`src/rtl/div_unit.sv`:
```
// Iterative restoring unsigned divider for the DIV opcode: one quotient bit per
// clock, start/busy/done handshake, results held in dedicated output registers.
module div_unit #(
  parameter int WIDTH = 32
) (
  input  logic             clk,
  input  logic             rstN,
  input  logic             start,
  input  logic             flush,
  input  logic [WIDTH-1:0] a,
  input  logic [WIDTH-1:0] b,
  output logic             busy,
  output logic             done,
  output logic [WIDTH-1:0] quotient,
  output logic [WIDTH-1:0] remainder,
  output logic             divByZero,
  output logic             zeroFlag,
  output logic             signFlag,
  output logic             carryFlag
);
  localparam int CW = $clog2(WIDTH) + 1;

  typedef enum logic [1:0] {S_IDLE, S_RUN, S_DONE} state_t;

  state_t           r_state;
  logic [WIDTH-1:0] r_div, r_rem, r_quo;
  logic [WIDTH-1:0] r_q_out, r_r_out;
  logic             r_dbz;
  logic [CW-1:0]    r_cnt;

  // Shifted partial remainder needs one extra bit: with a divisor above
  // 2^(WIDTH-1) the shifted value can exceed WIDTH bits before subtraction.
  logic [WIDTH:0]   w_rem_sh, w_trial;
  logic             w_fit, w_last;
  logic [WIDTH-1:0] w_rem_nxt, w_quo_nxt;

  assign w_rem_sh  = {r_rem, r_quo[WIDTH-1]};
  assign w_trial   = w_rem_sh - {1'b0, r_div};
  assign w_fit     = ~w_trial[WIDTH];
  assign w_rem_nxt = w_fit ? w_trial[WIDTH-1:0] : w_rem_sh[WIDTH-1:0];
  assign w_quo_nxt = {r_quo[WIDTH-2:0], w_fit};
  assign w_last    = (r_cnt == CW'(WIDTH - 1));

  always_ff @(posedge clk or negedge rstN) begin
    if (!rstN) begin
      r_state <= S_IDLE;
      r_div   <= '0;
      r_rem   <= '0;
      r_quo   <= '0;
      r_cnt   <= '0;
      r_q_out <= '0;
      r_r_out <= '0;
      r_dbz   <= 1'b0;
    end else begin
      case (r_state)
        S_IDLE, S_DONE: begin
          if (flush) begin
            r_state <= S_IDLE;
          end else if (start) begin
            if (b == '0) begin
              r_q_out <= '1;
              r_r_out <= a;
              r_dbz   <= 1'b1;
              r_state <= S_DONE;
            end else begin
              r_div   <= b;
              r_rem   <= '0;
              r_quo   <= a;
              r_cnt   <= '0;
              r_state <= S_RUN;
            end
          end else begin
            r_state <= S_IDLE;
          end
        end
        S_RUN: begin
          // Working registers are separate from the outputs, so a flush
          // leaves the last completed result visible.
          if (flush) begin
            r_state <= S_IDLE;
          end else begin
            r_rem <= w_rem_nxt;
            r_quo <= w_quo_nxt;
            r_cnt <= r_cnt + 1'b1;
            if (w_last) begin
              r_q_out <= w_quo_nxt;
              r_r_out <= w_rem_nxt;
              r_dbz   <= 1'b0;
              r_state <= S_DONE;
            end
          end
        end
        default: r_state <= S_IDLE;
      endcase
    end
  end

  assign busy      = (r_state == S_RUN);
  assign done      = (r_state == S_DONE);
  assign quotient  = r_q_out;
  assign remainder = r_r_out;
  assign divByZero = r_dbz;
  assign zeroFlag  = (r_q_out == '0);
  assign signFlag  = r_q_out[WIDTH-1];
  assign carryFlag = 1'b0;

endmodule

```
`config.mk`:
```
export PLATFORM = sky130hd
export DESIGN_NAME = div_unit
export DESIGN_NICKNAME = d
export VERILOG_FILES = /design/src/rtl/div_unit.sv
export SDC_FILE = /design/constraint.sdc
export NUM_CORES = 1
export LEC_CHECK = 0
export ABC_AREA = 1
export BUFFER_PORTS_ARGS = -buffer_cell sky130_fd_sc_hd__buf_2
export CORE_AREA = 2 2 164 230
export CTS_BUF_LIST = sky130_fd_sc_hd__clkbuf_4 sky130_fd_sc_hd__clkbuf_8 sky130_fd_sc_hd__clkbuf_16
export CTS_CLUSTER_DIAMETER = 50
export DETAILED_ROUTE_END_ITERATION = 10
export DIE_AREA = 0 0 166 232
export HOLD_SLACK_MARGIN = 0.02
export MAX_ROUTING_LAYER = met4
export PLACE_DENSITY = 0.59
export SYNTH_ARGS = -nofsm -noshare
export SYNTH_HDL_FRONTEND = slang
export SYNTH_SLANG_ARGS = --single-unit
export TNS_END_PERCENT = 1
```
`constraint.sdc`:
```
create_clock -name clk -period 4.9 [get_ports clk]
set_input_delay 0.49 -clock clk [delete_from_list [all_inputs] [get_ports clk]]
set_output_delay 0.49 -clock clk [all_outputs]
set_load 0.01 [all_outputs]
```
==> flow_summary.yaml <==
run_status:
  status: "finished clean"
timing:
  grt_setup_unrepaired: "false"
  tns_ps: 0
  setup_viol: 0
  slew_viol_final: 0
  post-route-period-util_pct: 66.78
  tightestPinTransition_ps: 1115
  relSlewSlack_pct: 25.56
  max_freq_mhz: 305.6
  fin_crit_ps: 3272
  skew_ps: 11.04
  finalHoldViolations: 0
routing:
  final_antenna_net_count: 0
  drt_iter0_markers: 755
  post_drt_via_cell_ratio: 4.567
  firstDrtPassIters: 7
  drc: 0
  routed_wl_um: 33050
  vias: 9860
  wl_per_cell_um: 15.31
global_route:
  grt_max_degree: 105
  grt_pass1_wl_um: 52910
  track_usage_pct: 17.91
  grt_antenna_before_repair: 0
  grt_overflow: 0
  grt_pass1_vias: 9792
critical_path:
  critPathMaxStageDelay_ps: 840
  path_buf_inv: 3
  rr_worst_depth: 17
  r2r_start: "r_quo[31]"
  cp-endpoint: "busy"
  required_ps: 4410
  worst_setup_path_start_kind: "register"
  crit_slowest_cell: "buf_4"
  end_kind: "output port"
  cp_num_cells: 4
  arrival_ps: 2780
  critical-path-top-delay-family: "buffers and inverters"
  r2r-end: "remainder[1]"
  rrSetupSlack_ps: 2070
  worstSetupPathType: "register to output port"
  crit_start: "r_state[0]"
  crit_fanout: 76
  cp_cell_sequence: "inv_1 -> nor2_4 -> buf_4 -> buf_2"
synth:
  synth_top_area_share_pct: 39.07
  ys_seq_area_share_pct: 39.07
  synth_nets: 1679
  syn-cell-area_mm2: 0.01082
  netlist_instances: 1577
  async_flop_share_pct: 100.0
  synth_ff_type: "dfrtp_1"
  synth_area_per_cell_um2: 6.864
  synth_edf_count: 0
  synth_top_cell_by_area: "dfrtp_1"
  synth_cell_types: 41
  yosysWarnings: 0
  synth_commonest_cells: "nand2_1, inv_1, dfrtp_1"
  yosysMostFrequentCell: "nand2_1"
  ys_ff_latch: 169
  synth_area_leaders: "dfrtp_1, nand2_1, inv_1, nand3_1, nor2_1"
clock_tree:
  cts_made_buffers: 17
  htreeDepth: 4
  post_cts_buffers: 0
  clockBufferDepth: 2
  cts_resized: 0
  ctsRootBufferMaster: "clkbuf_16"
  hold_buffers: 0
  path_clk_slew_ps: 70
  tritoncts: "built"
  clk_latency_ps: 450
  cts_sinks: 169
placement:
  dp_cells: 2127
  port_buffers: 136
  dpl_cell_area_mm2: 0.01185
  dpl.hpwl_um: 25340
  place_congestion: 0.8769
die:
  die_h_um: 232
  dieArea_mm2: 0.03851
  die_x_um: 166
  initial_core_util_pct: 29.69
  core_mm2: 0.03645
  rows: 83
  ioPinCount: 138
cells_and_area:
  fillers: 3982
  drive_above_1_share_pct: 15.31
  n_antenna_cell: 0
  layout.area.seq_mm2: 0.004229
  fin_cells: 2159
  final_util_pct: 34.19
  synthToLayoutAreaGrowth_pct: 15.15
  design_area_mm2: 0.01246
  layout.nets: 1781
  multi_input_area_mm2: 0.005339
power:
  ir_drop_mv: 0.2458
  leakagePower_uw: 0.006927
  finalPower_uw: 4960
  cellPowerDensity_mw_per_mm2: 397.9
job:
  cap_violations: 0
worst_hold_path:
  hold_class: "input port to asynchronous set/reset pin"
[layout make-up]
cell class                      count  area share, %
Clock inverter                     13          1.335
Tap cell                          467          4.688
Sequential cell                   169          33.93
Multi-Input combinational cell   1094          42.83
Inverter                          254          7.649
Clock buffer                       19          3.634
Timing Repair Buffer              143          5.933
[per-layer routing]
layer	GRT usage [%]	wire, um	up-vias
li1	-	-	5061
met1	22.02	14750	4540
met2	30.60	16420	221
met3	1.909	963	38
met4	6.413	907	0
met5	-	0	-
[where the power goes]
part | switching (uW) | leakage (uW) | internal (uW)
Combinational | 930 | 0.00457 | 575
Sequential | 249 | 0.00206 | 1750
Clock | 624 | 0.000296 | 834
Total | 1800 | 0.00693 | 3160
[flip-flops by register name, summed over array words and instances, names as in the netlist]
signal     count
divByZero      1
r_state        2
r_rem         32
r_div         32
r_quo         32
quotient      32
r_cnt          6
remainder     32
[cells by family after synthesis]
logic type	share of synthesized area (%)
AO/OA/AOI/OAI	6.878
XOR/XNOR	1.295
adder cells (fa/ha/maj)	4.000
buffers and inverters	11.78
flip-flops	39.07
other	0.03464
AND/OR/NAND/NOR	36.94
[how the worst min path moves through the flow]
stage / from / to / slack, ps / cells past startpoint
global route: rstN / r_quo[6] / 230 / 1
finish: rstN / r_quo[6] / 140 / 1
floorplan: rstN / divByZero / 190 / 0
CTS: rstN / r_quo[4] / 220 / 1
detailed placement: divByZero / divByZero / 480 / 2
global placement: divByZero / divByZero / 470 / 2
[stage by stage]
stage | setup slack, ps | hold WS, ps
after CTS | 1604 | 221.2
final | 1628 | 142.0
after global routing | 1472 | 229.4
after floorplan | 2735 | 194.4
after detailed placement | 1603 | 476.2
after global placement | 1567 | 473.4
[cell usage in the layout (no fill, tap or decap), drive strengths merged]
cell type / n
fa: 1
buf: 143
or2: 33
bufinv: 3
o21a: 30
nor4: 12
clkinvlp: 3
o21bai: 1
a21o: 2
dfrtp: 169
a21oi: 20
a22oi: 1
clkbuf: 19
a22o: 1
nor2: 121
nor3: 9
ha: 33
conb: 1
and2: 5
nor3b: 1
inv: 256
nand2: 569
o21ai: 68
a31oi: 4
nand3b: 1
o31ai: 1
nand4: 12
clkinv: 5
nand3: 152
xor2: 16
Power figures use the tool's default switching activity.
